**src/rtl/i2c_reg_ctrl.sv**
```systemverilog
// Bridges i2c_peripheral byte events (SCL domain) onto a byte-wide register bank (clk domain).
// tx is ready SYNC_STAGES+3 clk after a read header toggle; no backpressure, events are never stalled.
module i2c_reg_ctrl #(
  parameter int NUM_REGS    = 128,
  parameter int SYNC_STAGES = 2
) (
  input  logic       clk,
  input  logic       reset_n,
  input  logic [7:0] i2c_rx,
  input  logic       i2c_rx_tgl,
  input  logic       i2c_hdr_tgl,
  input  logic       i2c_rw,
  input  logic       i2c_txreq_tgl,
  input  logic       i2c_start_tgl,
  input  logic       i2c_stop_tgl,
  output logic [7:0] tx,
  output logic [7:0] reg_addr,
  output logic [7:0] reg_wdata,
  output logic       reg_we,
  output logic       reg_re,
  input  logic [7:0] reg_rdata,
  output logic       addr_err,
  output logic       busy
);

  localparam int EV_RX    = 0;
  localparam int EV_TXREQ = 1;
  localparam int EV_HDR   = 2;
  localparam int EV_STOP  = 3;
  localparam int EV_START = 4;

  localparam logic [8:0] NREGS    = 9'(NUM_REGS);
  localparam logic [7:0] LAST_REG = 8'(NUM_REGS - 1);

  typedef enum logic [2:0] {
    IDLE, ADDR, WRITE, RD_FETCH, RD_LOAD, READ
  } state_t;

  logic [4:0]                  tgl_in;
  logic [4:0][SYNC_STAGES-1:0] sync_q;
  logic [4:0]                  prev_q;
  logic [4:0]                  ev;

  state_t     state, st_n;
  logic [7:0] ptr, ptr_n;
  logic [7:0] tx_n, addr_n, wdata_n;
  logic       we_n, re_n, err_n;

  assign tgl_in = {i2c_start_tgl, i2c_stop_tgl, i2c_hdr_tgl, i2c_txreq_tgl, i2c_rx_tgl};

  always_ff @(posedge clk or negedge reset_n) begin
    if (!reset_n) begin
      sync_q <= '0;
      prev_q <= '0;
    end else begin
      for (int i = 0; i < 5; i++) begin
        sync_q[i] <= {sync_q[i][SYNC_STAGES-2:0], tgl_in[i]};
        prev_q[i] <= sync_q[i][SYNC_STAGES-1];
      end
    end
  end

  always_comb begin
    ev = '0;
    for (int i = 0; i < 5; i++) ev[i] = sync_q[i][SYNC_STAGES-1] ^ prev_q[i];
  end

  function automatic logic in_range(input logic [7:0] p);
    return {1'b0, p} < NREGS;
  endfunction

  function automatic logic [7:0] ptr_inc(input logic [7:0] p);
    return (p == LAST_REG) ? 8'h00 : p + 8'h01;
  endfunction

  // Events are applied in priority order, each seeing the state left by the previous one.
  always_comb begin
    st_n    = state;
    ptr_n   = ptr;
    tx_n    = tx;
    addr_n  = reg_addr;
    wdata_n = reg_wdata;
    we_n    = 1'b0;
    re_n    = 1'b0;
    err_n   = addr_err;

    case (state)
      RD_FETCH: st_n = RD_LOAD;
      RD_LOAD: begin
        tx_n  = in_range(ptr) ? reg_rdata : 8'hFF;
        ptr_n = ptr_inc(ptr);
        st_n  = READ;
      end
      default: ;
    endcase

    if (ev[EV_RX]) begin
      if (st_n == ADDR) begin
        ptr_n = i2c_rx;
        st_n  = WRITE;
      end else if (st_n == WRITE) begin
        if (in_range(ptr_n)) begin
          we_n    = 1'b1;
          addr_n  = ptr_n;
          wdata_n = i2c_rx;
        end else begin
          err_n = 1'b1;
        end
        ptr_n = ptr_inc(ptr_n);
      end
    end

    if (ev[EV_TXREQ] && st_n == READ) st_n = RD_FETCH;

    if (ev[EV_HDR] && (st_n == IDLE || st_n == ADDR || st_n == WRITE || st_n == READ))
      st_n = i2c_rw ? RD_FETCH : ADDR;

    if (ev[EV_STOP])  st_n = IDLE;
    if (ev[EV_START]) st_n = IDLE;

    // The read strobe is launched on entry so reg_rdata lands while in RD_LOAD.
    if (st_n == RD_FETCH) begin
      if (in_range(ptr_n)) begin
        re_n   = 1'b1;
        addr_n = ptr_n;
      end else begin
        err_n = 1'b1;
      end
    end
  end

  always_ff @(posedge clk or negedge reset_n) begin
    if (!reset_n) begin
      state     <= IDLE;
      ptr       <= 8'h00;
      tx        <= 8'hFF;
      reg_addr  <= 8'h00;
      reg_wdata <= 8'h00;
      reg_we    <= 1'b0;
      reg_re    <= 1'b0;
      addr_err  <= 1'b0;
      busy      <= 1'b0;
    end else begin
      state     <= st_n;
      ptr       <= ptr_n;
      tx        <= tx_n;
      reg_addr  <= addr_n;
      reg_wdata <= wdata_n;
      reg_we    <= we_n;
      reg_re    <= re_n;
      addr_err  <= err_n;
      busy      <= (st_n != IDLE);
    end
  end

endmodule

```
**config.mk**
```make
export PLATFORM = sky130hd
export DESIGN_NAME = i2c_reg_ctrl
export DESIGN_NICKNAME = d
export VERILOG_FILES = /design/src/rtl/i2c_reg_ctrl.sv
export SDC_FILE = /design/constraint.sdc
export NUM_CORES = 1
export LEC_CHECK = 0
export BUFFER_PORTS_ARGS = -buffer_cell sky130_fd_sc_hd__buf_4
export CAP_MARGIN = 20
export CORE_MARGIN = 4
export CORE_UTILIZATION = 40
export DETAILED_ROUTE_END_ITERATION = 8
export PLACE_DENSITY = 0.72
export SYNTH_ARGS = -nofsm -noshare
export SYNTH_HDL_FRONTEND = slang
export SYNTH_SLANG_ARGS = --single-unit
```
**constraint.sdc**
```tcl
create_clock -name clk -period 6.65 [get_ports clk]
set_clock_uncertainty 0.05 [all_clocks]
set_input_delay 0.9975 -clock clk [delete_from_list [all_inputs] [get_ports clk]]
set_output_delay 0.9975 -clock clk [all_outputs]
set_load 0.02 [all_outputs]
```
After elaboration in Yosys (flattened, before gate mapping)

Index checks and enable logic that the tools add are counted.

Output and inout bits: 28
Flip-flop bits (word level): 54

Multiplexer cells: 33
$lt $le $gt $ge: 3
Bitwise logic cells: 6
Add/subtract/negate cells: 2
Equal/unequal tests: 11
Reduce and logical (&&, ||, !) cells: 8

Operators by type and width:

| operator                                       | count |
|---|---|
| 2-to-1 mux 8 bit                               | 13 |
| < comparator 8 bit (second input constant)     | 3 |
| 2-to-1 mux 3 bit                               | 6 |
| adder 8 x 1 -> 8 bit (second input constant)   | 2 |
| == test 8 x 7 -> 1 bit (second input constant) | 2 |
| == test 3 x 2 -> 1 bit (second input constant) | 4 |
| 2-to-1 mux 1 bit                               | 12 |
| == test 3 bit (second input constant)          | 3 |
| == test 3 x 1 -> 1 bit (second input constant) | 2 |
| one-hot mux 3 bit (2 select lines)             | 1 |
| bitwise XOR 1 bit                              | 5 |
| AND reduction 4 bit                            | 1 |
| logical NOT 3 bit                              | 1 |
| logical OR 1 bit                               | 3 |
| nonzero test 3 bit                             | 1 |
| logical AND 1 bit                              | 2 |
| 2-to-1 mux 2 bit                               | 1 |
| inverter 1 bit                                 | 1 |

Depth between registers and ports, before layout

Depth in word-level cells: 18
Depth in mapped cells: 12
Mapped depth without buffers: 11

Least setup slack after synthesis

No wires, ideal clock.

Path type: register to register
From: register state[2]
To: register reg_addr[5]
Period minus slack after synthesis: 3.053 ns
Arrival: 2.878 ns
Required time: 6.475 ns
Cell stages (with the launch flop): 11
Library setup time: 0.125 ns
Slack: 3.597 ns
Cells stage by stage: dfrtp_1 -> buf_2 -> nor3b_2 -> o21ai_0 -> o21ai_0 -> ha_1 -> nand3_1 -> or2_2 -> o31a_1 -> a221o_1 -> mux2_2

RTL lines:

| element                                                               | RTL line | RTL |
|---|---|---|
| from (decl)                                                           | 44       | `state_t state, st_n;` |
| from (signal assigned)                                                | 144      | `state <= st_n;` |
| == test 3 bit                                                         | 87       | `case (state)` |
| 2-to-1 mux 8 bit                                                      | 87       |  |
| adder 8 x 1 -> 8 bit / == test 8 x 7 -> 1 bit (equally long branches) | 73       | `return (p == LAST_REG) ? 8'h00 : p + 8'h01;` |
| 2-to-1 mux 8 bit                                                      | 73       |  |
| 2-to-1 mux 8 bit                                                      | 101      | `end else if (st_n == WRITE) begin` |
| 2-to-1 mux 8 bit                                                      | 98       | `if (st_n == ADDR) begin` |
| 2-to-1 mux 8 bit *                                                    | 97       | `if (ev[EV_RX]) begin` |
| named net ptr_n[5]                                                    | 45       | `logic [7:0] ptr, ptr_n;` |
| < comparator 8 bit                                                    | 69       | `return {1'b0, p} < NREGS;` |
| 2-to-1 mux 8 bit *                                                    | 123      | `if (in_range(ptr_n)) begin` |
| 2-to-1 mux 8 bit *                                                    | 122      | `if (st_n == RD_FETCH) begin` |
| named net addr_n[5]                                                   | 46       | `logic [7:0] tx_n, addr_n, wdata_n;` |
| to (signal assigned)                                                  | 147      | `reg_addr <= addr_n;` |
| to (decl)                                                             | 17       | `output logic [7:0] reg_addr,` |

The timed path passes the listed nets; every way through them passes the cells marked *.
A chain may end at the register's enable or synchronous reset.

Worst setup path after layout

Same ends and word-level chain as after synthesis.

==> results.yml <==
synth:
  syn_area_um2: 2710
  yosys.cell_types.count: 52
  syn_avg_cell_area_um2: 10.4
  seq_area_frac_synth: 0.503
  async_reset_ff_frac: 1.00
  ys_seq_elements: 54
  yosys_warnings: 0
  syn_nets: 285
  synthCells: 259
  synth-edff-count: 0
  synthFlopType: "dfrtp_1"
power:
  ir_drop_v: 0.000192
  leakagePower_nw: 1.45
  p_per_area_nw_per_um2: 301
setup_path:
  cp_data_arrival_time_ns: 4.13
  reg2regPathDepth: 9
  worst-setup-path-type: "reg2reg"
  path_delay_family: "simple AND/OR/NAND/NOR gates"
  crit_buf_inv: 0
  start_kind: "flop"
  timing.rr.start: "state[2]"
  cp_common_cell: "o21ai_0"
  cpPeakStageDelay_ns: 0.93
  worstPathRequired_ns: 6.80
  endpoint_kind: "flop"
  rr_endpoint: "reg_addr[5]"
  cp_cell_sequence: "nor3b_2 > o21ai_0 > o21ai_0 > ha_1 > nand3_1 > or2_2 > o31a_1 > a221o_1 > mux2_2"
  slowest_stage: "nor3b_2"
  reg2reg_slack_ns: 2.67
  cp_max_fo: 18
global_routing:
  grt_pass1_wl_um: 10800
  met2_usage: 0.264
  grtUsageMet3: 0.0351
  first_global_vias: 2158
  antenna_found_initial: 0
  grt_max_degree: 55
  use_met1: 0.218
  grt-busiest-layer: "met2"
  grt.overflow.total: 0
  grt_usage: 0.162
drt:
  dr.first_iter.drc_count: 198
  drt_first_pass_iters: 4
  viasPerCell: 5.65
  postRouteAntennaNets: 0
  routedWlPerCell_um: 16.7
  routed-via-count: 2134
  wl_um: 6320
  drc: 0
cts:
  insertion_delay_ns: 0.31
  clock-sinks: 54
  htreeDepth: 2
  hold_buffers: 0
  post_cts_buffers: 0
  clkTransAtPathRegs_ns: 0.11
  tritoncts: "built"
  clockBufferDepth: 2
  numCtsBuffers: 5
  cts_root_buffer: "clkbuf_8"
  cts_resized: 0
cells_and_area:
  drive_gt1_frac: 0.319
  diodes: 0
  fin_util: 0.499
  num-nets-final: 326
  area_growth_pct: 19.1
min_path:
  hp-class: "reg2reg"
  hold_path_depth: 0
  worstHoldEndpoint: "sync_q[7]"
  hold_start: "sync_q[6]"
sta:
  fmax_mhz: 251
  setup_viol: 0
  period_minus_slack_ns: 3.98
  worst_pin_slew_ns: 1.05
  tns_ns: 0
  grt_setup_unrepaired: "no"
  slew_headroom: 0.297
  slew_violations: 0
  final.period_utilization: 0.598
  final-hold-violation-count: 0
floorplan:
  start_util: 0.419
  dieArea_um2: 8140
  die_w_um: 90.2
  std_cell_rows: 29
  core-area_um2: 6460
  pin_count: 52
  die_h_um: 90.2
placed_design:
  gp_congestion: 0.938
  dp_hpwl_um: 4580
  port_buffers: 51
run_status:
  outcome: "finished, final reports clean"
flow_run:
  cap_viol_max_count: 0
==> synthesized netlist by cell type, types with 4 or more instances <==
master / n / area [µm²]
clkbuf_1: 15 / 56.3
a211oi_1: 4 / 30.0
a21oi_1: 13 / 65.1
nand3_1: 6 / 30.0
inv_1: 5 / 18.8
nor3_1: 5 / 25.0
xor2_1: 8 / 70.1
a22oi_1: 5 / 37.5
nor2_1: 15 / 56.3
dfrtp_1: 46 / 1150
mux2_2: 20 / 225
dfstp_2: 8 / 210
xnor2_1: 5 / 43.8
nand2_1: 28 / 105
o21ai_0: 14 / 70.1
==> per-stage QoR <==
stage | cell area (µm²) | cells | hold slack (ns) | power [W] | worst slack [ns]
2_1_floorplan | 2710 | 259 | 0.281 | 0.000656 | 3.60
5_1_grt | 3220 | 378 | 0.318 | 0.00103 | 2.44
6_report | 3220 | 378 | 0.308 | 0.000969 | 2.67
4_1_cts | 3220 | 378 | 0.312 | 0.000975 | 2.72
3_5_place_dp | 3120 | 370 | 0.286 | 0.000776 | 2.79
3_3_place_gp | 3120 | 370 | 0.282 | 0.000770 | 2.98
==> metal layers <==
metal  share of wire  wire length, µm  up-vias
met3           0.062              394        6
met2            0.48             3020       74
met4           0.011               68        0
met1            0.45             2840     1033
li1                -                -     1021
met5               0                0        -
==> state kept, by name (all words and copies together), names as in the netlist, 3 cells and up <==
name / count
reg_addr: 8
tx: 8
ptr: 8
prev_q: 5
state: 3
reg_wdata: 8
sync_q: 10
==> worst register-to-register path, stage by stage (launching register included) <==
cell	delay (ns)
dfrtp_1	0.63
nor3b_2	0.93
o21ai_0	0.30
o21ai_0	0.34
ha_1	0.27
nand3_1	0.11
or2_2	0.31
o31a_1	0.32
a221o_1	0.34
mux2_2	0.26
==> where the power goes <==
part           internal [W]  total, W  switching, W
Combinational      0.000143  0.000313      0.000171
Clock             0.0000783  0.000197      0.000119
Sequential         0.000384  0.000458     0.0000740
==> final cells by class <==
type	count	area, µm²
timing repair buffer	52	390
inverter	5	18.8
clock buffer	5	68.8
sequential	54	1360
multi-input combinational	182	1260
clock inverter	3	27.5
fill	579	3240
tap	77	96.3
==> worst max path at each step <==
stage,start,end,slack [ns],cells after the start
after floorplan,state[2],reg_addr[5],3.60,10
after global placement,state[2],reg_addr[5],2.98,9
after detailed placement,state[2],reg_addr[5],2.79,9
after CTS,state[2],reg_addr[5],2.72,9
after global routing,state[2],reg_addr[5],2.44,9
final,state[2],reg_addr[5],2.67,9
==> logic make-up (layout without fill, tap and decap cells) <==
logic type | count (synthesis) | after routing | synth area share
mux | 23 | 23 | 0.0944
fa+ha+maj | 2 | 2 | 0.00925
xor+xnor | 13 | 13 | 0.0421
flops | 54 | 54 | 0.503
buf+inv | 23 | 65 | 0.0333
compound gates | 60 | 60 | 0.148
simple gates | 84 | 84 | 0.169
==> cell usage in the layout (no fill, tap or decap), types with 2 or more instances in the layout <==
cell type / n
buf_4: 52
dfrtp_1: 46
nand2_1: 28
mux2_2: 20
nor2_1: 15
o21ai_0: 14
a21oi_1: 12
xor2_1: 8
dfstp_2: 8
nand3_1: 6
inv_1: 5
xnor2_1: 5
nor3_1: 5
a22oi_1: 5
clkbuf_8: 5
a211oi_1: 4
o22ai_1: 3
mux2i_1: 3
nor4_1: 3
a31oi_1: 3
and2_1: 3
nand3b_1: 3
o31ai_1: 3
or3b_2: 2
nor3b_2: 2
o22a_1: 2
nand4bb_1: 2
nor2b_1: 2
and4b_1: 2
a221o_1: 2
nand2b_1: 2
ha_1: 2
No activity file was read; power rests on OpenSTA's default activity.
